--- config.mk ---
export PLATFORM = sky130hd
export DESIGN_NAME = gon_xbus_tx_flat
export DESIGN_NICKNAME = d
export VERILOG_FILES = /design/src/rtl/gon_xbus_tx_if.sv /design/src/rtl/gon_xbus_tx.sv /design/src/flat_wrapper.sv
export SDC_FILE = /design/constraint.sdc
export NUM_CORES = 1
export LEC_CHECK = 0
export BUFFER_PORTS_ARGS = -buffer_cell sky130_fd_sc_hd__buf_2
export CORE_ASPECT_RATIO = 1.25
export CORE_MARGIN = 10
export CORE_UTILIZATION = 35
export CTS_CLUSTER_SIZE = 28
export DETAILED_ROUTE_END_ITERATION = 10
export GPL_TIMING_DRIVEN = 1
export HOLD_SLACK_MARGIN = 0.15
export SYNTH_ARGS = -nofsm -noshare
export SYNTH_HDL_FRONTEND = slang
export SYNTH_SLANG_ARGS = --single-unit
--- constraint.sdc ---
create_clock -name clk -period 5.1 [get_ports clk]
set_clock_uncertainty 0.2 [all_clocks]
set_input_delay 1.02 -clock clk [delete_from_list [all_inputs] [get_ports clk]]
set_output_delay 1.02 -clock clk [all_outputs]
set_load 0.1 [all_outputs]
--- src/rtl/gon_xbus_tx_if.sv ---
// GON X-bus transmitter port bundle: upstream beat input, column config/ready, bus outputs.
interface gon_xbus_tx_if #(
  parameter int unsigned DATA_WIDTH    = 64,
  parameter int unsigned COL_TAG_WIDTH = 4,
  parameter int unsigned NUM_OF_COLS   = 14
);
  logic                                          in_valid;
  logic                                          in_ready;
  logic [COL_TAG_WIDTH-1:0]                      in_tag;
  logic [DATA_WIDTH-1:0]                         in_data;
  logic [NUM_OF_COLS-1:0][COL_TAG_WIDTH-1:0]     col_id;
  logic [0:NUM_OF_COLS-1]                        col_ready;
  logic [COL_TAG_WIDTH-1:0]                      col_tag;
  logic [DATA_WIDTH-1:0]                         data_out;
  logic                                          enable_out;
  logic [0:NUM_OF_COLS-1]                        col_mask;
  logic [15:0]                                   drop_count;

  // Transmitter side
  modport master (
    input  in_valid, in_tag, in_data, col_id, col_ready,
    output in_ready, col_tag, data_out, enable_out, col_mask, drop_count
  );

  // Environment side (upstream source, columns)
  modport slave (
    output in_valid, in_tag, in_data, col_id, col_ready,
    input  in_ready, col_tag, data_out, enable_out, col_mask, drop_count
  );
endinterface

--- src/rtl/gon_xbus_tx.sv ---
// GON X-bus source transmitter: 2-entry input FIFO with bypass, one output stage
// held until every matching column has returned ready (multicast enable/ready).
module gon_xbus_tx #(
  parameter int unsigned DATA_WIDTH    = 64,
  parameter int unsigned COL_TAG_WIDTH = 4,
  parameter int unsigned NUM_OF_COLS   = 14
) (
  input logic            clk,
  input logic            reset,
  gon_xbus_tx_if.master  bus
);

  localparam int unsigned FIFO_DEPTH = 2;
  localparam int unsigned CNT_W      = 2;

  typedef enum logic {IDLE = 1'b0, SEND = 1'b1} state_t;

  state_t state, state_next;

  logic [COL_TAG_WIDTH-1:0] fifo_tag  [FIFO_DEPTH];
  logic [DATA_WIDTH-1:0]    fifo_data [FIFO_DEPTH];
  logic                     rd_ptr, wr_ptr;
  logic [CNT_W-1:0]         count, count_next;

  logic                     fifo_empty;
  logic                     push, complete, stage_free;
  logic                     load, stage_load, drop, pop, bypass, fifo_write;
  logic [COL_TAG_WIDTH-1:0] src_tag;
  logic [DATA_WIDTH-1:0]    src_data;
  logic [0:NUM_OF_COLS-1]   src_mask;

  // Columns selected by a tag; all-ones tag reaches every column
  function automatic logic [0:NUM_OF_COLS-1] match_cols(
    input logic [COL_TAG_WIDTH-1:0]                  tag,
    input logic [NUM_OF_COLS-1:0][COL_TAG_WIDTH-1:0] ids
  );
    logic [0:NUM_OF_COLS-1] m;
    m = '0;
    for (int i = 0; i < NUM_OF_COLS; i++) begin
      m[i] = (tag == ids[i]) || (tag == {COL_TAG_WIDTH{1'b1}});
    end
    return m;
  endfunction

  assign fifo_empty = (count == '0);
  assign push       = bus.in_valid & bus.in_ready;
  assign complete   = bus.enable_out & (&(~bus.col_mask | bus.col_ready));
  assign stage_free = (state == IDLE) | complete;
  assign src_tag    = fifo_empty ? bus.in_tag  : fifo_tag[rd_ptr];
  assign src_data   = fifo_empty ? bus.in_data : fifo_data[rd_ptr];
  assign src_mask   = match_cols(src_tag, bus.col_id);

  // State register
  always_ff @(posedge clk) begin
    if (reset) state <= IDLE;
    else       state <= state_next;
  end

  // Next state: a matched load keeps/enters SEND, completion with no matched load returns to IDLE
  always_comb begin
    state_next = state;
    case (state)
      IDLE:    if (stage_load) state_next = SEND;
      SEND:    if (complete)   state_next = stage_load ? SEND : IDLE;
      default: state_next = IDLE;
    endcase
  end

  // Control strobes: stage load/drop, FIFO pop vs. bypass, occupancy update
  always_comb begin
    load       = 1'b0;
    stage_load = 1'b0;
    drop       = 1'b0;
    pop        = 1'b0;
    bypass     = 1'b0;
    fifo_write = 1'b0;
    load       = stage_free & (~fifo_empty | bus.in_valid);
    stage_load = load & (|src_mask);
    drop       = load & ~(|src_mask);
    pop        = load & ~fifo_empty;
    bypass     = load & fifo_empty;
    fifo_write = push & ~bypass;
    count_next = count;
    if (fifo_write && !pop)      count_next = CNT_W'(count + CNT_W'(1));
    else if (pop && !fifo_write) count_next = CNT_W'(count - CNT_W'(1));
  end

  // FIFO storage, no reset needed since count gates all reads
  always_ff @(posedge clk) begin
    if (fifo_write) begin
      fifo_tag[wr_ptr]  <= bus.in_tag;
      fifo_data[wr_ptr] <= bus.in_data;
    end
  end

  // Pointers, occupancy, output stage and drop counter
  always_ff @(posedge clk) begin
    if (reset) begin
      rd_ptr         <= 1'b0;
      wr_ptr         <= 1'b0;
      count          <= '0;
      bus.in_ready   <= 1'b1;
      bus.enable_out <= 1'b0;
      bus.col_tag    <= '0;
      bus.data_out   <= '0;
      bus.col_mask   <= '0;
      bus.drop_count <= '0;
    end else begin
      if (fifo_write) wr_ptr <= ~wr_ptr;
      if (pop)        rd_ptr <= ~rd_ptr;
      count          <= count_next;
      bus.in_ready   <= (count_next != CNT_W'(FIFO_DEPTH));
      bus.enable_out <= (state_next == SEND);
      if (stage_load) begin
        bus.col_tag  <= src_tag;
        bus.data_out <= src_data;
        bus.col_mask <= src_mask;
      end
      if (drop && (bus.drop_count != 16'hFFFF)) begin
        bus.drop_count <= 16'(bus.drop_count + 16'd1);
      end
    end
  end

endmodule

--- src/flat_wrapper.sv ---
// flat-port wrapper written by rule: the top's interface ports become plain ports
module gon_xbus_tx_flat 
#(
  parameter int unsigned DATA_WIDTH    = 64,
  parameter int unsigned COL_TAG_WIDTH = 4,
  parameter int unsigned NUM_OF_COLS   = 14
)
  (clk, reset, bus_in_valid, bus_in_tag, bus_in_data, bus_col_id, bus_col_ready, bus_in_ready, bus_col_tag, bus_data_out, bus_enable_out, bus_col_mask, bus_drop_count);
  gon_xbus_tx_if #(.DATA_WIDTH(DATA_WIDTH), .COL_TAG_WIDTH(COL_TAG_WIDTH), .NUM_OF_COLS(NUM_OF_COLS)) bus_i ();
  input logic clk;
  input logic reset;
  input wire logic [$bits(bus_i.in_valid)-1:0] bus_in_valid;
  input wire logic [$bits(bus_i.in_tag)-1:0] bus_in_tag;
  input wire logic [$bits(bus_i.in_data)-1:0] bus_in_data;
  input wire logic [$bits(bus_i.col_id)-1:0] bus_col_id;
  input wire logic [$bits(bus_i.col_ready)-1:0] bus_col_ready;
  output wire logic [$bits(bus_i.in_ready)-1:0] bus_in_ready;
  output wire logic [$bits(bus_i.col_tag)-1:0] bus_col_tag;
  output wire logic [$bits(bus_i.data_out)-1:0] bus_data_out;
  output wire logic [$bits(bus_i.enable_out)-1:0] bus_enable_out;
  output wire logic [$bits(bus_i.col_mask)-1:0] bus_col_mask;
  output wire logic [$bits(bus_i.drop_count)-1:0] bus_drop_count;
  assign bus_i.in_valid = bus_in_valid;
  assign bus_i.in_tag = bus_in_tag;
  assign bus_i.in_data = bus_in_data;
  assign bus_i.col_id = bus_col_id;
  assign bus_i.col_ready = bus_col_ready;
  assign bus_in_ready = bus_i.in_ready;
  assign bus_col_tag = bus_i.col_tag;
  assign bus_data_out = bus_i.data_out;
  assign bus_enable_out = bus_i.enable_out;
  assign bus_col_mask = bus_i.col_mask;
  assign bus_drop_count = bus_i.drop_count;
  gon_xbus_tx #(.DATA_WIDTH(DATA_WIDTH), .COL_TAG_WIDTH(COL_TAG_WIDTH), .NUM_OF_COLS(NUM_OF_COLS)) u_core (.clk(clk), .reset(reset), .bus(bus_i));
endmodule
Word level (Yosys, flattened, before mapping)
Memory sizes are Yosys's and may differ from the RTL's. A register that Yosys moved wholly into a read port is not among the register bits.
Index checks and enable logic that the tools add are counted.
- reductions and logical operators: 22
- eq/ne operators: 17
- muxes and demuxes: 13
- bitwise logic cells: 18
- add/subtract/negate cells: 3
- operator list (kind ; count):
    $mux 64 ; 1
    $eq 4x4->1 ; 14
    $add 16x1->16 const B ; 1
    $ne 16x16->1 const B ; 1
    $logic_or 1x1->1 ; 14
    $not 14->14 ; 1
    $or 14x14->14 ; 1
    $reduce_and 14->1 ; 1
    $reduce_or 14->1 ; 1
    $and 1x1->1 ; 8
    $mux 1 ; 8
    $not 1->1 ; 6
    $eq 4x4->1 const B ; 1
    $mux 2 ; 2
    $mux 4 ; 1
    $logic_and 1x1->1 ; 3
    $add 2x1->2 const B ; 1
    $logic_not 1->1 ; 2
    $logic_not 2->1 ; 1
    $ne 2x2->1 const B ; 1
    $or 1x1->1 ; 2
    $pmux 1 s2 ; 1
    $sub 2x1->2 const B ; 1
- RAM bits: 136
- input port bits: 141
- output and inout port bits: 100
- register bits after elaboration: 104
- memories: 2
- logic and storage cells: 84
- memories (memory ; words ; bits a word ; read ports ; clocked after Yosys merged registers in ; wr ports ; RTL line ; RTL):
    u_core.fifo_data ; 2 ; 64 ; 1 ; 1 ; 1 ; gon_xbus_tx.sv:21 ; logic [DATA_WIDTH-1:0] fifo_data [FIFO_DEPTH];
    u_core.fifo_tag ; 2 ; 4 ; 1 ; 1 ; 1 ; gon_xbus_tx.sv:20 ; logic [COL_TAG_WIDTH-1:0] fifo_tag [FIFO_DEPTH];

Depth between registers and ports, before layout
Gate-level depths: netlist of the first run.
- depth after elaboration: 14
- gate-level depth with buffers: 14
- depth with buffers taken out: 9

Worst setup path before layout of the first run
OpenSTA, ideal clock, no wires.
- path kind: register -> register
- start point: register u_core.bus.col_mask[13]
- end point: memory u_core.fifo_data[0][0] (enable)
- buffers on the path: 0
- required time: 4397 ps
- slack: -513 ps
- setup time: 503 ps
- arrival time: 4911 ps
- stages on the path, launching flop included: 6
- period minus slack after synthesis: 5613 ps
- cell sequence: dfxtp_1 > inv_1 > o2111ai_1 > o41ai_4 > a21oi_1 > nor2b_1
- longest elaborated chain between the ends: 11
- RTL lines (element ; RTL line ; RTL):
    from (decl) ; gon_xbus_tx_if.sv:22 ; output in_ready, col_tag, data_out, enable_out, col_mask, drop_count
    from (signal assigned) ; gon_xbus_tx.sv:117 ; bus.col_mask <= src_mask;
    $not 14->14 ; gon_xbus_tx.sv:47 ; assign complete = bus.enable_out & (&(~bus.col_mask | bus.col_ready));
    $or 14x14->14 ; gon_xbus_tx.sv:47 ;
    $reduce_and 14->1 ; gon_xbus_tx.sv:47 ;
    $and 1x1->1 ; gon_xbus_tx.sv:47 ;
    $or 1x1->1 ; gon_xbus_tx.sv:48 ; assign stage_free = (state == IDLE) | complete;
    $and 1x1->1 ; gon_xbus_tx.sv:77 ; load = stage_free & (~fifo_empty | bus.in_valid);
    $and 1x1->1 ; gon_xbus_tx.sv:81 ; bypass = load & fifo_empty;
    $not 1->1 ; gon_xbus_tx.sv:82 ; fifo_write = push & ~bypass;
    $and 1x1->1 ; gon_xbus_tx.sv:82 ;
    $mux 1 ; gon_xbus_tx.sv:90 ; if (fifo_write) begin
    $mux 1 (not written as such) ; gon_xbus_tx.sv:92 ; fifo_data[wr_ptr] <= bus.in_data;
    to (decl) ; gon_xbus_tx.sv:21 ;
No other way between the ends.

Worst setup path in the final report of the first run
- start point: register u_core.count[0]
- end point: register u_core.bus.data_out[39]
- longest elaborated chain between the ends: 6
- elaborated cells between the ends (all ways): 37
- classes of those cells: eq/ne: 15; mux: 2; bitwise: 4; reduce/logical: 16
- RTL lines (element ; RTL line ; RTL):
    from (decl) ; gon_xbus_tx.sv:23 ; logic [CNT_W-1:0] count, count_next;
    from (signal assigned) ; gon_xbus_tx.sv:111 ; count <= count_next;
    $logic_not 2->1 * ; gon_xbus_tx.sv:45 ; assign fifo_empty = (count == '0);
    $mux 4 ; gon_xbus_tx.sv:49 ; assign src_tag = fifo_empty ? bus.in_tag : fifo_tag[rd_ptr];
    $eq 4x4->1 ; gon_xbus_tx.sv:40 ; m[i] = (tag == ids[i]) || (tag == {COL_TAG_WIDTH{1'b1}});
    $logic_or 1x1->1 ; gon_xbus_tx.sv:40 ;
    $reduce_or 14->1 ; gon_xbus_tx.sv:78 ; stage_load = load & (|src_mask);
    $and 1x1->1 ; gon_xbus_tx.sv:78 ;
    to (signal assigned) ; gon_xbus_tx.sv:116 ; bus.data_out <= src_data;
    to (decl) ; gon_xbus_tx_if.sv:22 ;
Mark *: on every way between the ends. The rest lies on a longest branch, timed or not.
A chain may end at the register's enable or synchronous reset.

==> flow_summary.ini, run 1 <==
[outcome]
status = finished, final reports clean

[die]
fp-row-count = 73
core-area_um2 = 31800
pin_count = 241
die-area_um2 = 39900
die_height_um = 221
die-width_um = 181
initial_core_util = 0.355

[detailed_routing]
wirelength_mm = 27.8
wl_per_cell_um = 17.2
drc = 0
vias = 7774
drt.antenna.violating_nets = 0
firstDrtPassIters = 4
initialDrtViolationCount = 350
vias_per_cell = 4.80

[timing]
setup_tns_ns = 0
drv_slew = 0
hold_viol = 0
period_share = 0.765
fmax_mhz = 256
fin_ws_ns = 1.20
finalSetupViolations = 0
fin_crit_ns = 3.90
max_slew.worst_pin.slew_ns = 1.08
relSlewSlack = 0.278
rsz0062_at_grt = false

[synth]
syn_nets = 1117
synth_top_flop_cell = edfxtp_1
ys_ff_latch = 241
syn_inst = 974
syn_area_per_cell_um2 = 11.6
synth_warnings = 0
ys_types = 45
yosysSeqAreaShare = 0.548
synth_edf_count = 136
synthArstFlopShare = 0
synth.cell_area_um2 = 11300

[cells_and_area]
mostFrequentLayoutCells = buf_2, nor2_1, edfxtp_1
nNetsFinal = 1330
drive_above_1_share = 0.321
area.growth.synth_to_final_pct = 21.1
post-route-util = 0.430
layout_commonest_cell = buf_2

[clock_network]
clk_latency_ns = 0.52
htreeDepth = 1
ctsResizeCount = 0
clkTransAtPathRegs_ns = 0.06
cts_buffers = 26
holdBufCountCts = 0
cts_num_sinks = 241
cts_root_buf = clkbuf_16
cts_buffer_depth = 3
post_cts_buffers = 0
tritoncts = yes

[place]
portBuffers = 240
dpl_worst_slack_ns = 1.03
dp_hpwl_mm = 18.5
gp_routability_congestion = 0.797

[setup_path]
critPathMaxStageDelay_ns = 0.67
crit_fanout = 69
cp.arrival_ns = 4.11
end_kind = flip-flop
worstSetupPathType = reg -> reg
cp_cell_sequence = inv_1 > ha_4 > buf_4 > buf_4 > nand2b_1 > and2_1 > o21ai_4 > buf_4 > mux2_2
slowest_stage = buf_4
crit_required_ns = 5.31
start_kind = flip-flop
cp_common_cell = buf_4

[grt]
grt_usage = 0.134
grt_start_max_net_pins = 122
grt_overflow = 0
grt_pass1_wl_mm = 44.1
antenna_found_initial = 1
grt_pass1_vias = 8185

[hold_path]
worstHoldPathType = reg -> reg

[flow_run]
drv_cap = 0
final cells by class:
type / instances / area (um^2)
repair buffers: 250 / 1310
diodes: 1 / 2.50
multi-input cells: 656 / 4740
clock buffers: 38 / 767
inverters: 12 / 45.0
fillers: 3089 / 18100
clock inverters: 10 / 101
flip-flops and latches: 241 / 6190
well taps: 412 / 515
critical path, delay by kind of cell, from the launching register on:
kind                       cells  cell delay, ns
AOI/OAI and AO/OA              1            0.14
adders and majority gates      1            0.27
buffers and inverters          4            1.91
DFF                            1            0.29
muxes                          1            0.40
and+or+nand+nor                2            0.51
synthesized netlist by cell type, drive strengths merged, types with 15 or more instances:
library cell,number,area [um^2]
xor2,16,140
dfxtp,105,2100
nor2,149,559
mux2,84,1040
clkbuf,34,128
xnor2,42,368
nor4,15,93.8
a21oi,86,430
edfxtp,136,4080
nor2b,88,551
mux2i,75,801
buf,31,218
worst paths after layout:
path                               start                      end  slack (ns)  cells past startpoint
setup reg to reg         u_core.count[0]  u_core.bus.data_out[39]        1.20                      9
setup / recovery         u_core.count[0]  u_core.bus.data_out[39]        1.20                      9
hold / removal    u_core.bus.col_mask[8]   u_core.bus.col_mask[8]        0.29                      2
hold reg to reg   u_core.bus.col_mask[8]   u_core.bus.col_mask[8]        0.29                      2
state kept, by name, indices dropped and copies added, names as in the netlist, named ones only:
| register | count |
|---|---|
| u_core.bus.col_mask | 14 |
| u_core.bus.col_tag | 4 |
| u_core.bus.data_out | 64 |
| u_core.bus.drop_count | 16 |
| u_core.bus.in_ready | 1 |
| u_core.count | 2 |
| u_core.fifo_data | 128 |
| u_core.fifo_tag | 8 |
| u_core.rd_ptr | 1 |
| u_core.state | 1 |
| u_core.wr_ptr | 1 |
cells by family after synthesis:
family | count (synthesis) | share of synthesized area
flip-flops | 241 | 0.548
AND/OR/NAND/NOR | 318 | 0.141
buffers and inverters | 77 | 0.0346
multiplexers | 159 | 0.163
adder cells (fa/ha/maj) | 2 | 0.00222
XOR/XNOR | 58 | 0.0450
AO/OA/AOI/OAI | 119 | 0.0663
metrics by stage:
step	hold WS [ns]	cell area, um^2	instances
floorplan	0.280	11300	974
global placement	0.275	12800	1571
detailed placement	0.287	12800	1571
CTS	0.295	13700	1619
global route	0.323	13700	1620
finish	0.291	13700	1620
layer usage:
| metal | vias up | GRT usage | share of wire |
|---|---|---|---|
| li1 | 3874 | - | - |
| met1 | 3663 | 0.156 | 0.42 |
| met2 | 198 | 0.237 | 0.49 |
| met3 | 39 | 0.0358 | 0.064 |
| met4 | 0 | 0.0397 | 0.021 |
| met5 | - | 0 | 0 |
Power of run 1 is left out: the tool's default activity adds up to more than one toggle a clock period on the data nets, which glitch-free logic cannot reach.
==> run 2, diff against run 1 <==
--- a/config.mk
+++ b/config.mk
@@ -5,6 +5,7 @@
 export SDC_FILE = /design/constraint.sdc
 export NUM_CORES = 1
 export LEC_CHECK = 0
+export ABC_AREA = 1
 export BUFFER_PORTS_ARGS = -buffer_cell sky130_fd_sc_hd__buf_2
 export CORE_ASPECT_RATIO = 1.25
 export CORE_MARGIN = 10
==> constraint.sdc (replaced) <==
create_clock -name clk -period 3.24 [get_ports clk]
set_clock_uncertainty 0.2 [all_clocks]
set_input_delay 0.648 -clock clk [delete_from_list [all_inputs] [get_ports clk]]
set_output_delay 0.648 -clock clk [all_outputs]
set_load 0.1 [all_outputs]
==> flow_summary.ini, run 2 <==
[synth]
yosysMostFrequentCell = nand2_1
ys_types = 30
synth_area_leader_cell = edfxtp_1
ys_ff_latch = 241
synthArstFlopShare = 0
syn_nets = 1551
synth_common_cells = nand2_1, nor2_1, edfxtp_1
synth_area_leaders = edfxtp_1, dfxtp_1, nand2_1
synth_top_flop_cell = edfxtp_1
syn_inst = 1408
yosysTopAreaCellShare = 0.367
synth_warnings = 0
synth_edf_count = 136
syn_area_per_cell_um2 = 7.90
yosysSeqAreaShare = 0.556
synth.cell_area_um2 = 11100

[grt]
grt_start_max_net_pins = 90
antenna_found_initial = 1
grt_usage = 0.156
grt_pass1_vias = 10125
grt_pass1_wl_mm = 51.6
grt_overflow = 0

[timing]
fmax_mhz = 330
fin_crit_ns = 3.03
period_share = 0.934
hold_viol = 0
rsz0062_at_grt = true
drv_slew = 0
finalSetupViolations = 0
relSlewSlack = 0.410
max_slew.worst_pin.slew_ns = 0.885

[clock_network]
cts_num_sinks = 241
cts_buffer_depth = 3
clkTransAtPathRegs_ns = 0.06
htreeDepth = 1
cts_buffers = 26
clk_latency_ns = 0.53
cts_root_buf = clkbuf_16
tritoncts = yes

[place]
portBuffers = 240
postPlaceCellArea_um2 = 12800
place_inst = 2010
gp_routability_congestion = 0.932
dp_hpwl_mm = 21.4

[cells_and_area]
drive_above_1_share = 0.197
multi_input_area_um2 = 4210
seqCellArea_um2 = 6210
area.growth.synth_to_final_pct = 29.6
top_register = u_core.fifo_data
largest_reg_flops = 128
mostFrequentLayoutCells = nand2_1, buf_2, nor2_1
nNetsFinal = 1847
fillers = 3094
top_regs = u_core.fifo_data (128), u_core.bus.data_out (64), u_core.bus.drop_count (16)
final_area_um2 = 14400
layout_commonest_cell = nand2_1
instances_no_fill = 2132

[power_and_ir_drop]
cellLeakagePower_nw = 6.74
total_power_mw = 16.7
p_per_area_nw_per_um2 = 1160
vdd_drop_max_uv = 746

[setup_path]
critPathMaxStageDelay_ns = 0.55
r2r_start = u_core.count[0]
start_kind = primary input
crit_required_ns = 3.46
worstSetupPathType = in -> reg
crit_fanout = 38
end_kind = flip-flop
cp_common_cell = nand2_1
cp_cell_sequence = dlygate4sd3_1 > buf_2 > or2_1 > nand2_1 > buf_4 > nand2_1 > nand2_1 > nor2_1 > nand2_1 > nand2_1 > nor2_1 > nand2_1 > nor2_4 > nor2_4 > buf_4 > clkbuf_16 > o21bai_1 > nor2_1
cp.arrival_ns = 3.25
crit_start = bus_in_tag[2]
slowest_stage = dlygate4sd3_1

[detailed_routing]
drt.antenna.violating_nets = 0
vias_per_cell = 4.70
wl_per_cell_um = 15.2
vias = 10016
wirelength_mm = 32.4
firstDrtPassIters = 5
drc = 0
initialDrtViolationCount = 518

[die]
pin_count = 241
die-width_um = 179
die_height_um = 219
initial_core_util = 0.357
fp-row-count = 72
core-area_um2 = 31200
die-area_um2 = 39400

[hold_path]
hold_start = u_core.bus.data_out[45]
worstHoldPathType = reg -> reg

[flow_run]
drv_cap = 0

[outcome]
status = finished, final reports clean
run 2: final cells by class:
| type | instances | share of cell area |
|---|---|---|
| Antenna cell | 1 | 0.000174 |
| Clock buffer | 37 | 0.0522 |
| Clock inverter | 11 | 0.00720 |
| Inverter | 104 | 0.0275 |
| Multi-Input combinational cell | 989 | 0.292 |
| Sequential cell | 241 | 0.430 |
| Tap cell | 407 | 0.0353 |
| Timing Repair Buffer | 342 | 0.155 |
run 2: final timing paths:
| check | depth (start not counted) | endpoint | slack (ns) |
|---|---|---|---|
| setup / recovery | 18 | u_core.bus.col_tag[2] | 0.21 |
| hold / removal | 2 | u_core.bus.data_out[45] | 0.27 |
| setup reg to reg | 19 | u_core.bus.col_tag[2] | 0.31 |
| hold reg to reg | 2 | u_core.bus.data_out[45] | 0.27 |
run 2: logic make-up (layout without fill, tap and decap cells):
kind of cell / after synthesis / after routing / share of synthesized area
other cells: 0 / 1 / 0
flops: 241 / 241 / 0.556
fa+ha+maj: 2 / 2 / 0.00225
buf+inv: 178 / 494 / 0.0680
simple gates: 886 / 886 / 0.325
compound gates: 97 / 97 / 0.0456
xor+xnor: 4 / 4 / 0.00315
run 2: metal layers:
layer	share of wire	wire length [um]	vias to the layer above	global-route usage
li1	-	-	5107	-
met1	0.42	13800	4583	0.180
met2	0.49	15800	274	0.279
met3	0.063	2050	52	0.0390
met4	0.026	833	0	0.0508
met5	0	0	-	0
run 2: stage by stage:
step           TNS, ns  hold slack [ns]  worst slack, ns   util
6_report             0            0.274            0.213  0.463
5_1_grt        -0.0221            0.298          -0.0200  0.463
3_3_place_gp         0            0.258            0.215  0.410
2_1_floorplan        0            0.287            0.137      -
3_5_place_dp         0            0.266            0.190  0.410
4_1_cts              0            0.281            0.177  0.459
run 2: repair_timing:
item                                   4_1_cts  5_1_grt
resized for setup                            0        5
setup endpoints to repair                    0       35
hold buffers                                68        0
endpoints found under the hold margin      136        0
buffers inserted                             0        3
run 2: critical path, delay by kind of cell:
kind / cells / cell delay [ns]
AND/OR/NAND/NOR: 12 / 1.14
AO/OA/AOI/OAI: 1 / 0.15
buffers and inverters: 5 / 1.27
run 2: power breakdown:
part	switching, mW	internal [mW]
clock network	1.19	1.77
logic	7.00	2.37
registers	0.336	4.06
total	8.53	8.19
Note: power is estimated with default switching activity, not from simulation.
==> run 3, diff against run 2 <==
--- a/config.mk
+++ b/config.mk
@@ -14,6 +14,7 @@
 export DETAILED_ROUTE_END_ITERATION = 10
 export GPL_TIMING_DRIVEN = 1
 export HOLD_SLACK_MARGIN = 0.15
+export PLACE_DENSITY = 0.67
 export SYNTH_ARGS = -nofsm -noshare
 export SYNTH_HDL_FRONTEND = slang
 export SYNTH_SLANG_ARGS = --single-unit
==> flow_summary.ini, run 3 (synthesized netlist as in run 2, its figures left out) <==
[outcome]
status = finished, final reports clean

[die]
die_height_um = 219
die-area_um2 = 39400
die-width_um = 179
pin_count = 241
core-area_um2 = 31200
fp-row-count = 72
initial_core_util = 0.357

[detailed_routing]
drc = 0
vias = 9982
drt.antenna.violating_nets = 0
wl_per_cell_um = 15.1
wirelength_mm = 32.2
vias_per_cell = 4.69
firstDrtPassIters = 4
initialDrtViolationCount = 530

[setup_path]
end_kind = flip-flop
ff2ff_path_depth = 18
rrSetupSlack_ns = 0.33
worstSetupPathType = in -> reg
critPathMaxStageDelay_ns = 0.54
cp_top_family = buffers and inverters
crit_required_ns = 3.46
r2r_start = u_core.count[0]
path_buf_inv = 6
cp_common_cell = nand2_1
cp.arrival_ns = 3.25
r2r-end = u_core.bus.data_out[36]
slowest_stage = dlygate4sd3_1
crit_fanout = 44
cp_cell_sequence = dlygate4sd3_1 > buf_2 > or2_1 > nand2_1 > buf_4 > nand2_1 > nand2_1 > nand2_1 > inv_1 > nand2_1 > nand2_1 > nor2_1 > nand2_1 > nor2_4 > nor2_4 > buf_12 > buf_12 > nand2_1 > nand2_1 > nor2_1
start_kind = primary input

[place]
dpl_worst_slack_ns = 0.111
postPlaceCellArea_um2 = 12800
dp_hpwl_mm = 21.5
portBuffers = 240
place_inst = 2012
gp_routability_congestion = 0.853

[cells_and_area]
top_register = u_core.fifo_data
nNetsFinal = 1845
instances_no_fill = 2129
layout_commonest_cell = nand2_1
mostFrequentLayoutCells = nand2_1, buf_2, nor2_1
area.growth.synth_to_final_pct = 28.9
largest_reg_flops = 128
drive_above_1_share = 0.194
top_regs = u_core.fifo_data (128), u_core.bus.data_out (64), u_core.bus.drop_count (16)
final_area_um2 = 14300

[power_and_ir_drop]
p_sw_frac = 0.516
switching_power_mw = 8.52
p_seq_frac = 0.266
pwr-share-comb = 0.568
total_power_mw = 16.5
p_int_mw = 8.00
cellLeakagePower_nw = 6.69
p_per_area_nw_per_um2 = 1150
clkPwrFrac = 0.166
vdd_drop_max_uv = 783

[grt]
antenna_found_initial = 2
met2_usage = 0.273
grt_usage = 0.155
grt_overflow = 0
grt_util_met1 = 0.183
grt_start_max_net_pins = 104
grt_pass1_wl_mm = 51.2
grt.busiest_layer = met2
grt_pass1_vias = 9940
met3_usage = 0.0397

[flow_run]
drv_cap = 0

[clock_network]
htreeDepth = 1
cts_buffers = 25
clk_latency_ns = 0.53
cts_num_sinks = 241
tritoncts = yes
clkTransAtPathRegs_ns = 0.06
cts_buffer_depth = 3
cts_root_buf = clkbuf_16

[timing]
fin_crit_ns = 3.03
fmax_mhz = 330
rsz0062_at_grt = false
fin_ws_ns = 0.209
max_slew.worst_pin.slew_ns = 0.736
relSlewSlack = 0.509
period_share = 0.935
setup_tns_ns = 0
finalSetupViolations = 0
drv_slew = 0
hold_viol = 0

[hold_path]
hold_start = u_core.bus.data_out[42]
hold_path_end = u_core.bus.data_out[42]
worstHoldPathType = reg -> reg
hold_depth = 2
run 3: worst max-delay path by stage:
stage,from,endpoint,depth (start not counted)
after detailed placement,u_core.count[0],u_core.bus.data_out[37],10
after CTS,u_core.count[0],u_core.bus.data_out[37],10
after global placement,bus_in_tag[0],u_core.bus.data_out[7],16
after floorplan,u_core.state,u_core.fifo_data[0][0],4
final,bus_in_tag[1],u_core.bus.data_out[53],20
after global routing,bus_in_tag[2],u_core.bus.data_out[57],19
run 3: tightest hold or removal path, delay by kind of cell (launching register included):
kind,cells,cell delay (ns)
and+or+nand+nor,2,0.12
DFF,1,0.32
run 3: power by group through the flow:
| stage | logic (mW) | registers, mW | clock network, mW |
|---|---|---|---|
| 6_report | 9.38 | 4.39 | 2.75 |
| 5_1_grt | 10.3 | 4.47 | 2.95 |
| 4_1_cts | 9.22 | 4.40 | 2.83 |
| 3_5_place_dp | 9.13 | 4.46 | 0 |
| 3_3_place_gp | 9.03 | 4.43 | 0 |
| 2_1_floorplan | 4.64 | 7.00 | 0 |
run 3: layer usage:
layer	share of wire	vias up
met4	0.021	0
met1	0.43	4569
li1	-	5107
met3	0.060	47
met5	0	-
met2	0.49	259
run 3: cell type report:
| type | count | area [um^2] |
|---|---|---|
| timing repair buffer | 341 | 2240 |
| clock buffer | 30 | 676 |
| fill | 3048 | 16800 |
| tap | 407 | 509 |
| sequential | 241 | 6210 |
| antenna | 2 | 5.00 |
| inverter | 104 | 397 |
| clock inverter | 15 | 100 |
| multi-input combinational | 989 | 4210 |
run 3: per-stage QoR:
stage,utilization,hold WS [ns]
after floorplan,-,0.287
after global placement,0.411,0.256
after detailed placement,0.411,0.267
after CTS,0.458,0.282
after global routing,0.460,0.297
final,0.460,0.275
run 3: repair_timing:
item,4_1_cts,5_1_grt
hold buffers,68,0
resized for setup,0,4
endpoints found under the hold margin,136,0
setup buffers,0,1
setup endpoints to repair,0,47
